$ cat src/rtl/color_dwell_logger.sv
// Colour dwell logger: measures how long each valid colour code is held
// and queues {code, dwell} records in a small FIFO for a consumer.
//
// Ports:
//   clk        - clock, all state updates on its rising edge
//   rst        - asynchronous active-low reset
//   in[1:0]    - colour code (1 = Blue, 2 = Red, 0/3 invalid)
//   out_ready  - consumer accepts the head record
//   out_valid  - a record is available at the FIFO head
//   out_data   - head record {code, dwell cycles}
//   err        - sticky, an invalid code was sampled
//   drop       - sticky, a record was lost because the FIFO was full
module color_dwell_logger #(
    parameter int CNT_WIDTH = 8,
    parameter int DEPTH     = 4
) (
    input  logic                 clk,
    input  logic                 rst,
    input  logic [1:0]           in,
    input  logic                 out_ready,
    output logic                 out_valid,
    output logic [CNT_WIDTH+1:0] out_data,
    output logic                 err,
    output logic                 drop
);

    localparam int AW = $clog2(DEPTH);
    localparam logic [AW:0] PTR_ONE = {{AW{1'b0}}, 1'b1};
    localparam logic [CNT_WIDTH-1:0] CNT_MAX = {CNT_WIDTH{1'b1}};
    localparam logic [CNT_WIDTH-1:0] CNT_ONE = {{(CNT_WIDTH-1){1'b0}}, 1'b1};

    typedef enum logic {IDLE, TRACK} state_t;

    state_t               state, state_n;
    logic [1:0]           last_code, code_n;
    logic [CNT_WIDTH-1:0] dwell, dwell_n;
    logic                 push, set_err;
    logic                 code_ok;

    logic [CNT_WIDTH+1:0] mem [DEPTH];
    logic [AW:0]          wptr, rptr;
    logic                 empty, full, pop, wr_en, set_drop;

    assign code_ok = (in == 2'h1) || (in == 2'h2);

    always_comb begin
        state_n = state;
        code_n  = last_code;
        dwell_n = dwell;
        push    = 1'b0;
        set_err = 1'b0;
        unique case (state)
            IDLE: begin
                if (code_ok) begin
                    code_n  = in;
                    dwell_n = CNT_ONE;
                    state_n = TRACK;
                end else begin
                    set_err = 1'b1;
                end
            end
            TRACK: begin
                if (!code_ok) begin
                    set_err = 1'b1;
                end else if (in == last_code) begin
                    // saturate rather than wrap
                    dwell_n = (dwell == CNT_MAX) ? dwell : dwell + CNT_ONE;
                end else begin
                    push    = 1'b1;
                    code_n  = in;
                    dwell_n = CNT_ONE;
                end
            end
            default: state_n = IDLE;
        endcase
    end

    // Extra pointer MSB separates full from empty when the indices match
    assign empty    = (wptr == rptr);
    assign full     = (wptr[AW] != rptr[AW]) && (wptr[AW-1:0] == rptr[AW-1:0]);
    assign pop      = !empty && out_ready;
    // A pop in the same cycle frees the slot a full FIFO needs
    assign wr_en    = push && (!full || pop);
    assign set_drop = push && full && !pop;

    assign out_valid = !empty;
    assign out_data  = mem[rptr[AW-1:0]];

    always_ff @(posedge clk or negedge rst) begin
        if (!rst) begin
            state     <= IDLE;
            last_code <= 2'h0;
            dwell     <= '0;
            wptr      <= '0;
            rptr      <= '0;
            err       <= 1'b0;
            drop      <= 1'b0;
        end else begin
            state     <= state_n;
            last_code <= code_n;
            dwell     <= dwell_n;
            if (wr_en) wptr <= wptr + PTR_ONE;
            if (pop)   rptr <= rptr + PTR_ONE;
            if (set_err)  err  <= 1'b1;
            if (set_drop) drop <= 1'b1;
        end
    end

    always_ff @(posedge clk) begin
        if (wr_en) mem[wptr[AW-1:0]] <= {last_code, dwell};
    end

endmodule

$ cat config.mk
export PLATFORM = sky130hd
export DESIGN_NAME = color_dwell_logger
export DESIGN_NICKNAME = d
export VERILOG_FILES = /design/src/rtl/color_dwell_logger.sv
export SDC_FILE = /design/constraint.sdc
export NUM_CORES = 1
export LEC_CHECK = 0
export CAP_MARGIN = 20
export CELL_PAD_IN_SITES_DETAIL_PLACEMENT = 2
export CELL_PAD_IN_SITES_GLOBAL_PLACEMENT = 2
export CORE_UTILIZATION = 31
export DETAILED_ROUTE_END_ITERATION = 16
export PLACE_DENSITY = 0.56
export SYNTH_ARGS = -nofsm -noshare
export SYNTH_HDL_FRONTEND = slang
export SYNTH_SLANG_ARGS = --single-unit
$ cat constraint.sdc
create_clock -name clk -period 2.5 [get_ports clk]
set_input_delay 0.75 -clock clk [delete_from_list [all_inputs] [get_ports clk]]
set_output_delay 0.75 -clock clk [all_outputs]
set_load 0.005 [all_outputs]
**Yosys cells after proc, flatten, opt, wreduce, memory -nomap -nowiden**

Memories as Yosys holds them, arrays and structs flattened.
Cells that the tools add are included.

- RAM bits: 40
- Register bits: 19
- Output and inout port bits: 13
- Memories kept: 1
- Word-level logic and storage cells: 51

- Bitwise logic cells: 1
- Multiplexer cells: 16
- Reduce and logical (&&, ||, !) cells: 12
- Add/subtract/negate cells: 3
- Equality and inequality tests: 11

Memory list:

| name | words | width | read ports | clocked after Yosys merged registers in | wr ports | RTL line | text |
|---|---|---|---|---|---|---|---|
| mem | 4 | 10 | 1 | 0 | 1 | 40 | `logic [CNT_WIDTH+1:0] mem [DEPTH];` |

Operators by type and width:

| operator | count |
|---|---|
| $mux W8 | 4 |
| $pmux W8 S2 | 1 |
| $add A8 B1 Y8 const B | 1 |
| $eq A8 B8 Y1 const B | 1 |
| $mux W1 | 7 |
| $add A3 B1 Y3 const B | 2 |
| $mux W2 | 3 |
| $reduce_and A3 Y1 | 2 |
| $logic_and A1 B1 Y1 | 5 |
| $eq A2 B2 Y1 | 2 |
| $ne A2 B2 Y1 const B | 2 |
| $pmux W2 S2 | 1 |
| $eq A3 B3 Y1 | 1 |
| $logic_not A1 Y1 | 3 |
| $ne A3 B3 Y1 const B | 1 |
| $eq A2 B1 Y1 const B | 1 |
| $eq A2 B2 Y1 const B | 1 |
| $logic_or A1 B1 Y1 | 2 |
| $ne A2 B1 Y1 const B | 1 |
| $ne A1 B1 Y1 | 1 |
| $not A1 Y1 | 1 |

**Longest topological paths before layout**

- Word-level depth: 7
- Mapped depth: 5
- Depth with buffers taken out: 5

**Least setup slack after synthesis**

Ideal clock, no wire load.

- Path kind: input-to-reg
- Start: in in[0]
- End: mem mem[0][0] in the netlist's numbering (enable)
- Data arrival time: 1694 ps
- Buffers on the path: 0
- Slack: 463 ps
- Cell stages on the path: 4
- Setup time: 343 ps
- Path through: and2b_1 a22oi_4 nor3b_4 and2_1

- Longest elaborated chain between the ends: 7
- Elaborated cells between the ends (all ways): 10
- Those cells by class: eq/ne: 3; mux: 5; reduce/logical: 2

RTL lines:

| element | RTL line | text |
|---|---|---|
| start: declaration | 19 | `input logic [1:0] in,` |
| $eq A2 B2 Y1, or another cell as far along | 65 | `end else if (in == last_code) begin` |
| $mux W1 / $logic_or A1 B1 Y1 (equally long branches) | 65, 44 |  |
| $mux W1 * | 63 | `if (!code_ok) begin` |
| $mux W1 * | 52 | `unique case (state)` |
| $logic_and A1 B1 Y1 * | 83 | `assign wr_en = push && (!full \|\| pop);` |
| $mux W1 * | 110 | `if (wr_en) mem[wptr[AW-1:0]] <= {last_code, dwell};` |
| $mux W1 (implied by the code) * | 110 |  |
| end: declaration | 40 |  |

Every way passes the cells marked *; elsewhere a longest branch is shown, timed or not.

**Final worst setup path**

- Start: reg rptr[0]
- End: out out_data[9]

- Longest elaborated chain between the ends: 1

RTL lines:

| element | RTL line | text |
|---|---|---|
| start: declaration | 41 | `logic [AW:0] wptr, rptr;` |
| start signal: assignment | 103 | `if (pop) rptr <= rptr + PTR_ONE;` |
| $mem_v2 Z4 W10 | n/a |  |
| end: declaration | 22 | `output logic [CNT_WIDTH+1:0] out_data,` |

Every way passes these cells.

==> reports/summary.json <==
{
  "worst_hold_path": {
    "min_to": "drop",
    "worst_hold_startpoint": "drop",
    "hold_path_class": "flip-flop to flip-flop",
    "hold_path_depth": 1
  },
  "placement": {
    "place_area_sq_um": 2980,
    "place.port_buffers": 17,
    "routability_congestion": 0.731,
    "post-place-cells": 284,
    "hpwl_mm": 3.89
  },
  "setup_path": {
    "critical_path_peak_fanout": 6,
    "timing.setup.critical_path_class": "flip-flop to output pin",
    "cp-end-kind": "output pin",
    "worst-r2r-cell-count": 7,
    "regToRegStartpoint": "rptr[0]",
    "reg2reg_setup_slack_ns": 0.52,
    "cpMaxStageDelayCell": "sky130_fd_sc_hd__mux4_2",
    "slowest_delay_ns": 0.50,
    "worst_reg2reg_path_endpoint": "mem[1][1]",
    "cp.buffers_inverters": 2,
    "required_ns": 1.75,
    "timing.critical_path.arrival_ns": 1.68,
    "cp-start-kind": "flip-flop",
    "crit_chain": "buf_12, mux4_2, dlygate4sd2_1",
    "timing.critical_path.max_delay_family": "multiplexers"
  },
  "cts": {
    "max-clock-path-buffers": 2,
    "cts_num_sinks": 59,
    "tritoncts_buffers": 9,
    "clk_latency_ns": 0.34,
    "clk_transition_reported_paths_ns": 0.07,
    "htreeDepth": 3,
    "cts_tree": "done",
    "clockRootBuffer": "sky130_fd_sc_hd__clkbuf_8"
  },
  "timing": {
    "drv_slew": 0,
    "final-setup-viol-count": 0,
    "rel_slew_slack_pct": 72.2,
    "clock.fmax_ghz": 0.411,
    "timing.final.crit_share_pct": 97.3,
    "timing.final.crit_period_ns": 2.43,
    "tightest_slew_ns": 0.416,
    "fin_setup_tns_ns": 0,
    "final_hold_viol_count": 0,
    "clock_skew_ns": 0.0109,
    "rsz0062_at_grt": "false"
  },
  "global_routing": {
    "first_global_vias": 1724,
    "grt_max_degree": 20,
    "grt_overflow_total": 0,
    "grt.total_usage_pct": 15.2,
    "grt_pass1_wl_mm": 9.38,
    "grt_antenna_before_repair": 0
  },
  "cells_and_area": {
    "final_cell_count_no_fill": 305,
    "layout.nets": 209,
    "area_occupied_by_multi_input_gates_sq_um": 867,
    "layout.area.seq_sq_um": 1680,
    "insertedDiodeCount": 0,
    "drive_above_1_share_pct": 28.1,
    "postLayoutCellArea_sq_um": 3260,
    "nFillCells": 777,
    "layout-area-overhead-vs-synth_pct": 28.3
  },
  "detailed_routing": {
    "vias_after_detailed_routing": 1473,
    "vias_per_cell": 4.83,
    "finalWirelength_mm": 5.82,
    "routed_wl_per_cell_um": 19.1,
    "drc_errors": 0,
    "drtAntennaViolNets": 0,
    "initialDrtViolationCount": 73,
    "detailed_routing_iterations_pass_1": 4
  },
  "yosys": {
    "post_synthesis_share_of_cell_area_spent_on_full_adders_half_adders_and_majority_gates_pct": 2.96,
    "yosys.area_share.simple_pct": 9.91,
    "ys_warn_count": 0,
    "ys_ff_latch": 59,
    "post_synth_inst_count": 156,
    "netlist_top_cells_area": "sky130_fd_sc_hd__edfxtp_1, sky130_fd_sc_hd__dfrtp_1, sky130_fd_sc_hd__mux4_2",
    "mappedNetlistNets": 167,
    "xor_xnor_fraction_of_synth_area_pct": 3.40,
    "synthesis.area_per_instance_sq_um": 16.3,
    "yosysSeqAreaShare_pct": 66.1,
    "syn_area_sq_um": 2540,
    "postSynth.topFlopCell": "sky130_fd_sc_hd__edfxtp_1",
    "synthMostInstantiatedCell": "sky130_fd_sc_hd__edfxtp_1",
    "synth-edff-count": 40,
    "synthMuxAreaShare_pct": 10.5,
    "main_combinational_cell_family_by_area_after_synthesis": "multiplexers",
    "synth.cells.most_frequent": "sky130_fd_sc_hd__edfxtp_1, sky130_fd_sc_hd__dfrtp_1, sky130_fd_sc_hd__mux4_2",
    "yosys.area.top_type_share_pct": 47.3,
    "post-synth-top-area-cell": "sky130_fd_sc_hd__edfxtp_1",
    "netlist-cell-type-count": 42,
    "synth_compound_gate_area_share_pct": 6.11,
    "ys_async_sr_fraction_pct": 32.2
  },
  "floorplan": {
    "placeableCoreArea_sq_um": 7810,
    "floorplan.die.width_um": 92.5,
    "die-height_um": 92.5,
    "floorplan.rows": 32,
    "io_pins": 18,
    "die_area_sq_um": 8550,
    "initial_core_util_pct": 32.5
  },
  "power_and_ir_drop": {
    "power.total_w": 0.00352,
    "vdd_drop_max_mv": 0.302,
    "cellLeakagePower_nw": 1.22,
    "pwr_density_cell_nw_per_um2": 1080
  },
  "outcome": {
    "status": "completed"
  },
  "run": {
    "max_cap_violations": 0
  }
}
## sequential cells by signal (all words and copies together), names as in the netlist
register,cells
rptr,3
err,1
last_code,2
state,1
drop,1
dwell,8
mem,40
wptr,3
## timing repair
item | CTS | global route
endpoints found under the hold margin | 0 | 0
pin swaps | 1 | 1
buffers inserted | 1 | 3
endpoints found under the setup margin | 11 | 5
gates resized for setup | 13 | 10
gates cloned | 0 | 1
hold buffers | 0 | 0
## report_power, final
group	internal, W	switching, W
Clock	0.000456	0.000400
Combinational	0.000723	0.000532
Sequential	0.00125	0.000157
## cell families (layout without fill, tap and decap cells)
| logic type | count (synthesis) | in the layout |
|---|---|---|
| fa+ha+maj | 6 | 6 |
| compound gates | 21 | 21 |
| buf+inv | 7 | 54 |
| simple gates | 41 | 41 |
| xor+xnor | 9 | 9 |
| flops | 59 | 59 |
| mux | 13 | 13 |
## how the worst max path moves through the flow
stage | start | depth (start not counted) | end | slack (ns)
floorplan | in[0] | 4 | mem[0][0] | 0.46
detailed placement | in[1] | 6 | mem[1][0] | -0.02
finish | rptr[0] | 3 | out_data[9] | 0.07
CTS | rptr[1] | 4 | out_valid | -0.11
global route | rptr[0] | 3 | out_data[1] | 0.0009
global placement | in[1] | 6 | mem[0][2] | 0.06
## layout make-up
class | count | share of cell area (%)
clock inverters | 7 | 2.08
well taps | 102 | 3.92
clock buffers | 9 | 3.80
multi-input cells | 90 | 26.6
repair buffers | 34 | 11.5
inverters | 4 | 0.461
flip-flops and latches | 59 | 51.7
## per-stage QoR
| step | util (%) | worst slack (ns) | hold WS [ns] |
|---|---|---|---|
| after global routing | 41.7 | 0.000947 | 0.491 |
| after CTS | 40.6 | -0.109 | 0.481 |
| after global placement | 38.1 | 0.0599 | 0.453 |
| after detailed placement | 38.1 | -0.0162 | 0.460 |
| after floorplan | - | 0.463 | 0.454 |
| final | 41.7 | 0.0669 | 0.475 |
## per-layer routing
layer	wire length, um	part of all wire (%)	GRT usage, %	vias to the layer above
met3	172	3.0	5.17	6
met1	2540	44	18.7	763
li1	-	-	-	683
met5	0	0	0	-
met4	79	1.4	4.82	0
met2	3030	52	25.1	21
## layout by cell type (no fill, tap or decap), drive strengths merged, types with 2 or more instances in the layout
cell and n:
dfrtp 19, and2 3, dlygate4sd2 6, and2b 2
clkbuf 10, o21ai 2, nand3 5, nand2 6
xor2 3, a21oi 7, nor3 2, inv 5
nand2b 3, a31oi 2, clkinvlp 2, clkdlybuf4s50 6
or2 2, clkdlybuf4s15 4, ha 6, and3 2
nand4 3, edfxtp 40, xnor2 6, buf 16
nor2 8, mux4 10, clkinv 3, mux2 2
## worst reg2reg max path, cell delays in order (launching register included)
cell	delay, ns
sky130_fd_sc_hd__dfrtp_2	0.45
sky130_fd_sc_hd__buf_12	0.16
sky130_fd_sc_hd__buf_4	0.15
sky130_fd_sc_hd__xor2_4	0.16
sky130_fd_sc_hd__nor4_4	0.38
sky130_fd_sc_hd__nor3b_4	0.10
sky130_fd_sc_hd__and2_1	0.20
sky130_fd_sc_hd__buf_12	0.15
(Power assumes the default switching activity.)
